## config.mk

```make
export PLATFORM = sky130hd
export DESIGN_NAME = turbo_deframer
export DESIGN_NICKNAME = d
export VERILOG_FILES = /design/src/rtl/turbo_pkg.sv /design/src/rtl/rsc_check.sv /design/src/rtl/turbo_deframer.sv
export SDC_FILE = /design/constraint.sdc
export NUM_CORES = 1
export LEC_CHECK = 0
export ABC_AREA = 1
export BUFFER_PORTS_ARGS = -buffer_cell sky130_fd_sc_hd__clkbuf_2
export CAP_MARGIN = 20
export CORE_ASPECT_RATIO = 1.2
export CORE_MARGIN = 1.5
export CORE_UTILIZATION = 49
export CTS_CLUSTER_SIZE = 10
export DETAILED_ROUTE_END_ITERATION = 10
export MAX_ROUTING_LAYER = met4
export PLACE_DENSITY = 0.73
export SLEW_MARGIN = 15
export SYNTH_ARGS = -nofsm -noshare
export SYNTH_HDL_FRONTEND = slang
export SYNTH_SLANG_ARGS = --single-unit
```

## constraint.sdc

```tcl
create_clock -name clk -period 1.4 [get_ports clk]
set_clock_uncertainty 0.1 [all_clocks]
set_input_delay 0.07 -clock clk [delete_from_list [all_inputs] [get_ports clk]]
set_output_delay 0.07 -clock clk [all_outputs]
set_load 0.05 [all_outputs]
```

## src/rtl/turbo_pkg.sv

```systemverilog
// Shared definitions for the turbo deframer: default block geometry and FSM states.
package turbo_pkg;

  localparam int DEF_K_LONG   = 6;
  localparam int DEF_K_SHORT  = 4;
  localparam int DEF_TAIL_LEN = 4;

  typedef enum logic [1:0] {
    ST_IDLE,
    ST_DATA,
    ST_TAIL
  } state_t;

  function automatic int max_int(input int a, input int b);
    return (a > b) ? a : b;
  endfunction

endpackage

```

## src/rtl/rsc_check.sv

```systemverilog
// RSC re-encoder that regenerates parity-1 from the systematic stream and flags zk mismatches.
module rsc_check (
  input  logic clk,
  input  logic rst,
  input  logic clear,
  input  logic enable,
  input  logic xk,
  input  logic zk,
  output logic mismatch
);

  logic s1, s2, s3;
  logic s1_e, s2_e, s3_e;
  logic a, p;

  // clear zeroes the state seen by the current bit, so bit 0 encodes from the all-zero state.
  always_comb begin
    s1_e     = clear ? 1'b0 : s1;
    s2_e     = clear ? 1'b0 : s2;
    s3_e     = clear ? 1'b0 : s3;
    a        = xk ^ s2_e ^ s3_e;
    p        = a ^ s1_e ^ s3_e;
    mismatch = enable & (zk ^ p);
  end

  // NOTE: registers use non-blocking assignments so every flop samples pre-edge values.
  always_ff @(posedge clk) begin
    if (rst) begin
      s1 <= 1'b0;
      s2 <= 1'b0;
      s3 <= 1'b0;
    end else if (enable) begin
      s1 <= a;
      s2 <= s1_e;
      s3 <= s2_e;
    end
  end

endmodule

```

## src/rtl/turbo_deframer.sv

```systemverilog
// Turbo block deframer: splits data/tail cycles, checks parity-1 and reports per-block status.
module turbo_deframer
  import turbo_pkg::*;
#(
  parameter int K_LONG   = DEF_K_LONG,
  parameter int K_SHORT  = DEF_K_SHORT,
  parameter int TAIL_LEN = DEF_TAIL_LEN
) (
  input  logic                  clk,
  input  logic                  rst,
  input  logic                  look_now,
  input  logic                  length_in,
  input  logic                  xk,
  input  logic                  zk,
  input  logic                  zkp,
  output logic                  dout,
  output logic                  dout_zkp,
  output logic                  dout_valid,
  output logic                  dout_first,
  output logic                  dout_last,
  output logic [3*TAIL_LEN-1:0] tail_bits,
  output logic                  blk_done,
  output logic [3:0]            par_err_cnt,
  output logic                  frame_err
);

  localparam int CNT_W = $clog2(max_int(K_LONG, K_SHORT) + TAIL_LEN + 1);
  localparam int TW    = 3 * TAIL_LEN;

  localparam logic [CNT_W-1:0] K_LONG_LAST  = CNT_W'(K_LONG - 1);
  localparam logic [CNT_W-1:0] K_SHORT_LAST = CNT_W'(K_SHORT - 1);
  localparam logic [CNT_W-1:0] TAIL_LAST    = CNT_W'(TAIL_LEN - 1);
  localparam bit LONG_SINGLE  = (K_LONG == 1);
  localparam bit SHORT_SINGLE = (K_SHORT == 1);

  state_t           state, state_nxt;
  logic [CNT_W-1:0] cnt, cnt_nxt;
  logic             len_q;
  logic [CNT_W-1:0] k_last;
  logic             start_single;

  logic data_cyc, bit0, last_data, tail_cyc, last_tail, abort;
  logic mismatch;

  logic [3:0]    err_cnt;
  logic [TW-1:0] tail_sh, tail_nxt;

  assign k_last       = len_q ? K_LONG_LAST : K_SHORT_LAST;
  assign start_single = length_in ? LONG_SINGLE : SHORT_SINGLE;
  assign tail_nxt     = TW'({tail_sh, xk, zk, zkp});

  always_ff @(posedge clk) begin
    if (rst) begin
      state <= ST_IDLE;
      cnt   <= '0;
    end else begin
      state <= state_nxt;
      cnt   <= cnt_nxt;
    end
  end

  // IDLE with look_now high is itself data bit 0, which is what makes back-to-back blocks gapless.
  always_comb begin
    // NOTE: every output of this block gets a default first, so no path can infer a latch.
    state_nxt = state;
    cnt_nxt   = cnt;
    data_cyc  = 1'b0;
    bit0      = 1'b0;
    last_data = 1'b0;
    tail_cyc  = 1'b0;
    last_tail = 1'b0;
    abort     = 1'b0;
    case (state)
      ST_IDLE: begin
        if (look_now) begin
          data_cyc = 1'b1;
          bit0     = 1'b1;
          if (start_single) begin
            last_data = 1'b1;
            state_nxt = ST_TAIL;
            cnt_nxt   = '0;
          end else begin
            state_nxt = ST_DATA;
            cnt_nxt   = CNT_W'(1);
          end
        end
      end
      ST_DATA: begin
        if (!look_now) begin
          abort     = 1'b1;
          state_nxt = ST_IDLE;
          cnt_nxt   = '0;
        end else begin
          data_cyc = 1'b1;
          if (cnt == k_last) begin
            last_data = 1'b1;
            state_nxt = ST_TAIL;
            cnt_nxt   = '0;
          end else begin
            cnt_nxt = cnt + CNT_W'(1);
          end
        end
      end
      ST_TAIL: begin
        if (!look_now) begin
          abort     = 1'b1;
          state_nxt = ST_IDLE;
          cnt_nxt   = '0;
        end else begin
          tail_cyc = 1'b1;
          if (cnt == TAIL_LAST) begin
            last_tail = 1'b1;
            state_nxt = ST_IDLE;
            cnt_nxt   = '0;
          end else begin
            cnt_nxt = cnt + CNT_W'(1);
          end
        end
      end
      default: begin
        state_nxt = ST_IDLE;
        cnt_nxt   = '0;
      end
    endcase
  end

  rsc_check u_rsc_check (
    .clk      (clk),
    .rst      (rst),
    .clear    (bit0),
    .enable   (data_cyc),
    .xk       (xk),
    .zk       (zk),
    .mismatch (mismatch)
  );

  always_ff @(posedge clk) begin
    if (rst) begin
      dout        <= 1'b0;
      dout_zkp    <= 1'b0;
      dout_valid  <= 1'b0;
      dout_first  <= 1'b0;
      dout_last   <= 1'b0;
      blk_done    <= 1'b0;
      frame_err   <= 1'b0;
      tail_bits   <= '0;
      par_err_cnt <= '0;
      len_q       <= 1'b0;
      err_cnt     <= '0;
      tail_sh     <= '0;
    end else begin
      dout       <= data_cyc & xk;
      dout_zkp   <= data_cyc & zkp;
      dout_valid <= data_cyc;
      dout_first <= bit0;
      dout_last  <= last_data;
      blk_done   <= last_tail;
      frame_err  <= abort;
      if (bit0) len_q <= length_in;
      // The running count restarts at bit 0; the published count only moves at block completion.
      if (data_cyc) begin
        if (bit0)
          err_cnt <= {3'b000, mismatch};
        else if (mismatch && err_cnt != 4'hF)
          err_cnt <= err_cnt + 4'd1;
      end
      if (tail_cyc) tail_sh <= tail_nxt;
      if (last_tail) begin
        tail_bits   <= tail_nxt;
        par_err_cnt <= err_cnt;
      end
    end
  end

endmodule
```

Word-level counts from Yosys, hierarchy flattened
Cells that the tools add are included.
- RAM bits: 0
- register bits after elaboration: 46
- bits in read-only memories: 0
- input bits: 7
- latch bits: 0
- memories: 0
- bitwise gates (word level): 11
- order comparisons: 0
- eq/ne operators: 8
- add/sub/neg operators: 2
- reduce and logical (&&, ||, !) cells: 9
- div/mod/pow operators: 0
- mux-type cells: 27
- shifts and indexed selects: 0
- multiply operators: 0
- operator list (cell ; number):
    $mux 4 ; 7
    $mux 1 ; 12
    $pmux 4 s3 ; 1
    $mux 2 ; 5
    $add 4x1->4 const B ; 2
    $ne 3x3->1 const B ; 2
    $pmux 2 s3 ; 1
    $reduce_or 2->1 ; 3
    $xor 1x1->1 ; 5
    $eq 4x2->1 const B ; 1
    $eq 4x3->1 ; 1
    $ne 4x4->1 const B ; 1
    $and 1x1->1 ; 3
    $mux 3 ; 1
    $not 1->1 ; 3
    $reduce_and 3->1 ; 1
    $reduce_or 3->1 ; 1
    $eq 2x1->1 const B ; 1
    $eq 2x2->1 const B ; 1
    $logic_not 2->1 ; 1
    $ne 2x2->1 const B ; 1
    $reduce_and 2->1 ; 1
    $reduce_bool 2->1 ; 1
    $logic_and 1x1->1 ; 1

Depth between registers and ports, before layout
Gate-level depths: netlist of run 1.
- depth after elaboration: 12
- mapped depth: 13
- gate-level depth less buffers: 13

Modules after synthesis
A second synthesis of run 1 with hierarchy kept.
- cell total of the unflattened synthesis: 253
- area, all modules: 1920.6 um^2
- modules (own cells, without submodules) (module ; cells an instance ; area an instance (um^2) ; times used ; sequential area each (um^2)):
    turbo_deframer ; 219 ; 1722.9 ; 1 ; 860.8
    rsc_check ; 34 ; 197.7 ; 1 ; 60.1

Worst setup path after synthesis of run 1
OpenSTA, ideal clock, no wires.
- kind: register -> register
- from: register state[0]
- to: register err_cnt[1]
- setup slack: -0.135 ns
- period minus slack after synthesis: 1.535 ns
- arrival: 1.326 ns
- cell stages (with the launch flop): 12
- cells stage by stage: dfxtp_1 inv_1 ha_1 nand2_4 nand3_1 nand2_2 nand2_1 and2_4 nand2_1 nand2_1 inv_1 nor2_1
- cells in the longest elaborated chain, start to end: 12
- RTL lines (item ; RTL line ; text):
    from (decl) ; turbo_deframer.sv:36 ; state_t state, state_nxt;
    from (signal assigned) ; turbo_deframer.sv:57 ; state <= state_nxt;
    $logic_not 2->1 ; turbo_deframer.sv:73 ; case (state)
    $mux 1 ; turbo_deframer.sv:73 ;
    $mux 1 ; rsc_check.sv:19 ; s2_e = clear ? 1'b0 : s2;
    $xor 1x1->1 (2 in series) ; rsc_check.sv:21 ; a = xk ^ s2_e ^ s3_e;
    $xor 1x1->1 (2 in series) ; rsc_check.sv:22 ; p = a ^ s1_e ^ s3_e;
    $xor 1x1->1 ; rsc_check.sv:23 ; mismatch = enable & (zk ^ p);
    $and 1x1->1 ; rsc_check.sv:23 ;
    $logic_and 1x1->1 ; turbo_deframer.sv:164 ; else if (mismatch && err_cnt != 4'hF)
    $reduce_bool 2->1 (no line) ; - ;
    $reduce_and 2->1 (no line) ; - ;
    to (signal assigned) ; turbo_deframer.sv:163 ; err_cnt <= {3'b000, mismatch};
    to (signal assigned) ; turbo_deframer.sv:165 ; err_cnt <= err_cnt + 4'd1;
    to (decl) ; turbo_deframer.sv:45 ; logic [3:0] err_cnt;
Parallel ways exist; a longest one is shown, timed or not.
A chain may end at the register's enable or synchronous reset.

Worst setup path after layout of run 1
- from: register state[0]
- to: register err_cnt[0]
The elaborated chain is that of the path after synthesis.

==> flow_summary.ini, run 1 <==
[cells_and_area]
mostFrequentLayoutCell = dfxtp_1
antenna_cells = 0
nets = 326
mostFrequentLayoutCells = 44 x dfxtp_1, 31 x nand2_1, 30 x buf_4
areaGrowthSynthToFinish_pct = 35.7
stdcell_count = 365
final_area_um2 = 2570
n_fill_cell = 298
drive_above_1_share = 0.323

[outcome]
outcome = finished, violations left
violations = negative setup slack

[grt]
grt_first_pass_wirelength_mm = 7.09
met1_usage = 0.249
grt_use_met3 = 0.0347
grt_usage = 0.220
antenna_found_initial = 0
gr-total-overflow = 0
top_usage_layer = met2
grt_max_degree = 19
grt_pass1_vias = 1661
met2_usage = 0.378

[placed_design]
gp_congestion = 0.803
place_inst = 343
io_buffer_count = 29
hpwl_mm = 2.99
placed_cell_area_um2 = 2270

[cts]
clk_path_buf_depth = 2
root_buffer = clkbuf_8
clock-sinks = 46
clk_latency_ps = 290
path_clk_slew_ps = 80
cts_buffers = 5
cts_tree = built
htreeDepth = 2

[drt]
routed_wl_mm = 4.41
viasPerCell = 4.97
ant_nets = 0
drt_iter0_markers = 102
num_vias = 1815
firstDrtPassIters = 4
drc_errors = 0
wl_per_cell_um = 12.1

[die]
die_y_um = 71.1
die_w_um = 59.7
initial_utilization = 0.516
rows = 24
ios = 30
coreArea_um2 = 3660
die_area_um2 = 4240

[synth]
syn_nets = 260
yosysWarnings = 0
synth_ff_type = dfxtp_1
avgSynthCellArea_um2 = 7.69
yosysSeqAreaShare = 0.487
async_reset_ff_frac = 0
netlist_area_um2 = 1890
synthDistinctLibCells = 22
synth-edff-count = 0
ys_seq_elements = 46
synthCells = 246

[timing]
tightest_slew_ps = 355
drv_slew = 0
min_period_ps = 1510
setup_viol = 25
rsz0062_at_grt = true
fin_hold_ws_ps = 24.2
finalHoldViolations = 0
fin_tns_setup_ps = -1380
max_freq_mhz = 661
relSlewSlack = 0.763
finalCritPeriodShare = 1.08
layout_setup_ws_ps = -114

[power]
p_leak_nw = 1.19
ir_drop_mv = 0.506
p_per_area_nw_per_um2 = 1020

[critical_path]
critPathArrivalTime_ps = 1610
path_max_fanout = 8
cp-end-kind = flop
cp-start-kind = flop
cp.required_ps = 1500
worstSetupPathType = reg2reg

[run]
maxCapViolations = 0

[worst_hold_path]
hp-class = in2reg
-- state kept, by name, indices dropped and copies added, names as in the netlist --
| register | flops |
|---|---|
| blk_done | 1 |
| cnt | 4 |
| dout | 1 |
| dout_first | 1 |
| dout_last | 1 |
| dout_valid | 1 |
| dout_zkp | 1 |
| err_cnt | 4 |
| frame_err | 1 |
| len_q | 1 |
| par_err_cnt | 4 |
| state | 2 |
| tail_bits | 12 |
| tail_sh | 9 |
| u_rsc_check.s1 | 1 |
| u_rsc_check.s2 | 1 |
| u_rsc_check.s3 | 1 |
-- cell type report --
type,instances,area [um^2],share of cell area
clock inverter,1,5.00,0.00195
clock buffer,7,86.3,0.0336
multi-input combinational,158,907,0.353
timing repair buffer,66,444,0.173
inverter,35,136,0.0531
tap,52,65.1,0.0253
sequential,46,923,0.360
-- worst max-delay path, stage by stage, from the launching register on --
cell and delay [ps]:
dfxtp_2 360, inv_2 60, ha_4 180, nand2_8 80
nand2_4 70, nand2_1 90, nand2_2 60, nand2_2 80
and2_4 160, nand3_1 60, nand2_1 70, nor2_1 40
-- report_power, final --
part | leakage, nW | switching, W | total [W] | internal, W
sequential | 0.373 | 0.0000224 | 0.00137 | 0.00134
clock | 0.0482 | 0.000421 | 0.000819 | 0.000399
combinational | 0.772 | 0.000254 | 0.000432 | 0.000177
total | 1.19 | 0.000697 | 0.00262 | 0.00192
-- per-layer routing --
metal / vias up / wire length, um
met1: 832 / 1890
met3: 12 / 161
met2: 38 / 2250
met5: - / 0
met4: 0 / 98
li1: 933 / -
-- timing repair --
| item | CTS | global route |
|---|---|---|
| gates resized for setup | 18 | 20 |
| pin swaps | 5 | 4 |
| buffers inserted | 2 | 7 |
| endpoints found under the hold margin | 6 | 0 |
| hold buffers | 4 | 0 |
| gates cloned | 0 | 1 |
| setup endpoints to repair | 28 | 38 |
-- path summary, 6_finish.rpt --
check / slack, ps / to / startpoint / cells past startpoint
worst max-delay path: -110 / err_cnt[0]$_SDFFE_PP0P_ / state[0]$_SDFFE_PP0P_ / 11
worst min-delay path: 20 / tail_sh[1]$_SDFFE_PP0P_ / zk / 3
worst min register to register: 360 / cnt[3]$_SDFFE_PP0P_ / cnt[3]$_SDFFE_PP0P_ / 2
worst max register to register: -110 / err_cnt[0]$_SDFFE_PP0P_ / state[0]$_SDFFE_PP0P_ / 11
-- through the flow --
stage                util  setup slack [ps]  power (W)
finish              0.701              -114    0.00262
floorplan               -             -3.07    0.00163
detailed placement  0.619              -122    0.00176
global route        0.701              -220    0.00272
global placement    0.619             -79.2    0.00175
CTS                 0.671             -98.7    0.00260
-- cell usage after synthesis, types with 3 or more instances --
cell,number,share of area
dfxtp_1,46,0.49
clkbuf_1,5,0.0099
nand3_1,20,0.053
inv_1,32,0.063
nand4_1,3,0.0099
a21oi_1,18,0.048
nor2_1,24,0.048
a211oi_1,3,0.012
ha_1,7,0.046
nand2_1,40,0.079
nor3_1,4,0.011
o21ai_0,29,0.077
-- kinds of logic (layout without fill, tap and decap cells) --
kind of cell             count (synthesis)  count (layout)  share of synthesized area
XOR/XNOR                                 2               2                    0.00926
adder cells (fa/ha/maj)                  7               7                     0.0463
buffers and inverters                   42             109                     0.0860
AND/OR/NAND/NOR                         97              97                      0.228
AO/OA/AOI/OAI                           52              52                      0.144
flip-flops                              46              46                      0.487
Note: power is estimated with default switching activity, not from simulation.
==> run 2: changes to the inputs <==
Settings changed: MAX_ROUTING_LAYER met4 to unset.
==> flow_summary.ini, run 2 (synthesis gave the netlist of run 1 again) <==
[drt]
wl_per_cell_um = 12.1
viasPerCell = 4.97
firstDrtPassIters = 4
routed_wl_mm = 4.40
drc_errors = 0
num_vias = 1814
ant_nets = 0
drt_iter0_markers = 100

[timing]
fin_tns_setup_ps = -1360
layout_setup_ws_ps = -114
relSlewSlack = 0.761
min_period_ps = 1510
drv_slew = 0
tightest_slew_ps = 358
finalCritPeriodShare = 1.08
setup_viol = 25
finalHoldViolations = 0
max_freq_mhz = 661
rsz0062_at_grt = true

[placed_design]
gp_congestion = 0.792
hpwl_mm = 2.99
io_buffer_count = 29
place_ws_ps = -122
placed_cell_area_um2 = 2270

[power]
cellInternalPower_w = 0.00192
p_leak_nw = 1.19
seq_power_share = 0.522
power_switching_w = 0.000697
ir_drop_mv = 0.507
p_comb_frac = 0.165
clkPwrFrac = 0.313
swShare = 0.266
p_per_area_nw_per_um2 = 1020

[grt]
grt_pass1_vias = 1661
grt_usage = 0.214
antenna_found_initial = 0
grt_first_pass_wirelength_mm = 7.09
gr-total-overflow = 0
grt_max_degree = 19

[critical_path]
critPathArrivalTime_ps = 1610
path_max_fanout = 8
cp-start-kind = flop
cp-end-kind = flop
reg2reg_slack_ps = -110
cp.required_ps = 1500
worstSetupPathType = reg2reg

[cells_and_area]
antenna_cells = 0
regMostFlops = tail_bits
largest_register_ffs = 12
mostFrequentLayoutCells = 44 x dfxtp_1, 31 x nand2_1, 30 x buf_4
areaGrowthSynthToFinish_pct = 35.7
n_fill_cell = 298
mostFrequentLayoutCell = dfxtp_1
register_area_um2 = 923
drive_above_1_share = 0.323
top_regs = tail_bits (12), tail_sh (9)
multi_input_area_um2 = 907
utilization = 0.701
final_area_um2 = 2570
nets = 326

[run]
maxCapViolations = 0

[cts]
clk_path_buf_depth = 2
htreeDepth = 2
clock-sinks = 46
path_clk_slew_ps = 80
root_buffer = clkbuf_8
cts_tree = built
clk_latency_ps = 290
cts_buffers = 5

[die]
initial_utilization = 0.516
coreArea_um2 = 3660
die_w_um = 59.7
rows = 24
ios = 30
die_area_um2 = 4240
die_y_um = 71.1

[worst_hold_path]
hp-class = in2reg

[outcome]
outcome = finished, violations left
violations = negative setup slack
run 2: cell counts in the layout (fill, tap and decap cells not counted):
Identical to the previous run, type by type.
run 2: worst paths after layout:
check                         from  cells after the start                      end
max reg2reg  state[0]$_SDFFE_PP0P_                     11  err_cnt[0]$_SDFFE_PP0P_
max          state[0]$_SDFFE_PP0P_                     11  err_cnt[0]$_SDFFE_PP0P_
min                             zk                      3  tail_sh[1]$_SDFFE_PP0P_
min reg2reg    cnt[3]$_SDFFE_PP0P_                      2      cnt[3]$_SDFFE_PP0P_
run 2: final cells by class:
cell class,count,share of cell area
Sequential cell,46,0.360
Tap cell,52,0.0253
Multi-Input combinational cell,158,0.353
Clock buffer,7,0.0336
Inverter,35,0.0531
Timing Repair Buffer,66,0.173
Clock inverter,1,0.00195
run 2: per-stage QoR:
step,hold slack [ps],total power (W),std cells
2_1_floorplan,42.0,0.00163,246
3_3_place_gp,183,0.00175,343
3_5_place_dp,207,0.00176,343
4_1_cts,10.3,0.00260,357
5_1_grt,80.8,0.00272,365
6_report,23.7,0.00262,365
run 2: layer usage:
layer / share of wire / up-vias / GRT usage
li1: - / 933 / -
met1: 0.43 / 833 / 0.249
met2: 0.51 / 38 / 0.378
met3: 0.035 / 10 / 0.0347
met4: 0.019 / 0 / 0.0864
met5: 0 / - / 0
run 2: power groups by stage:
stage	sequential [W]	combinational (W)	clock [W]
2_1_floorplan	0.00143	0.000196	0
3_3_place_gp	0.00139	0.000360	0
3_5_place_dp	0.00140	0.000366	0
4_1_cts	0.00137	0.000406	0.000832
5_1_grt	0.00137	0.000477	0.000877
6_report	0.00137	0.000431	0.000820
run 2: timing repair:
action                                  4_1_cts  5_1_grt
hold endpoints to repair                      6        0
resized for setup                            18       20
buffers inserted                              2        7
hold buffers                                  4        0
pin swaps                                     5        4
cloned                                        0        1
endpoints found under the setup margin       28       38
run 2: critical path, stage by stage (launching register included):
cell and delay, ps:
dfxtp_2 360, inv_2 60, ha_4 180, nand2_8 80, nand2_4 70, nand2_1 90
nand2_2 60, nand2_2 80, and2_4 160, nand3_1 60, nand2_1 70, nor2_1 40
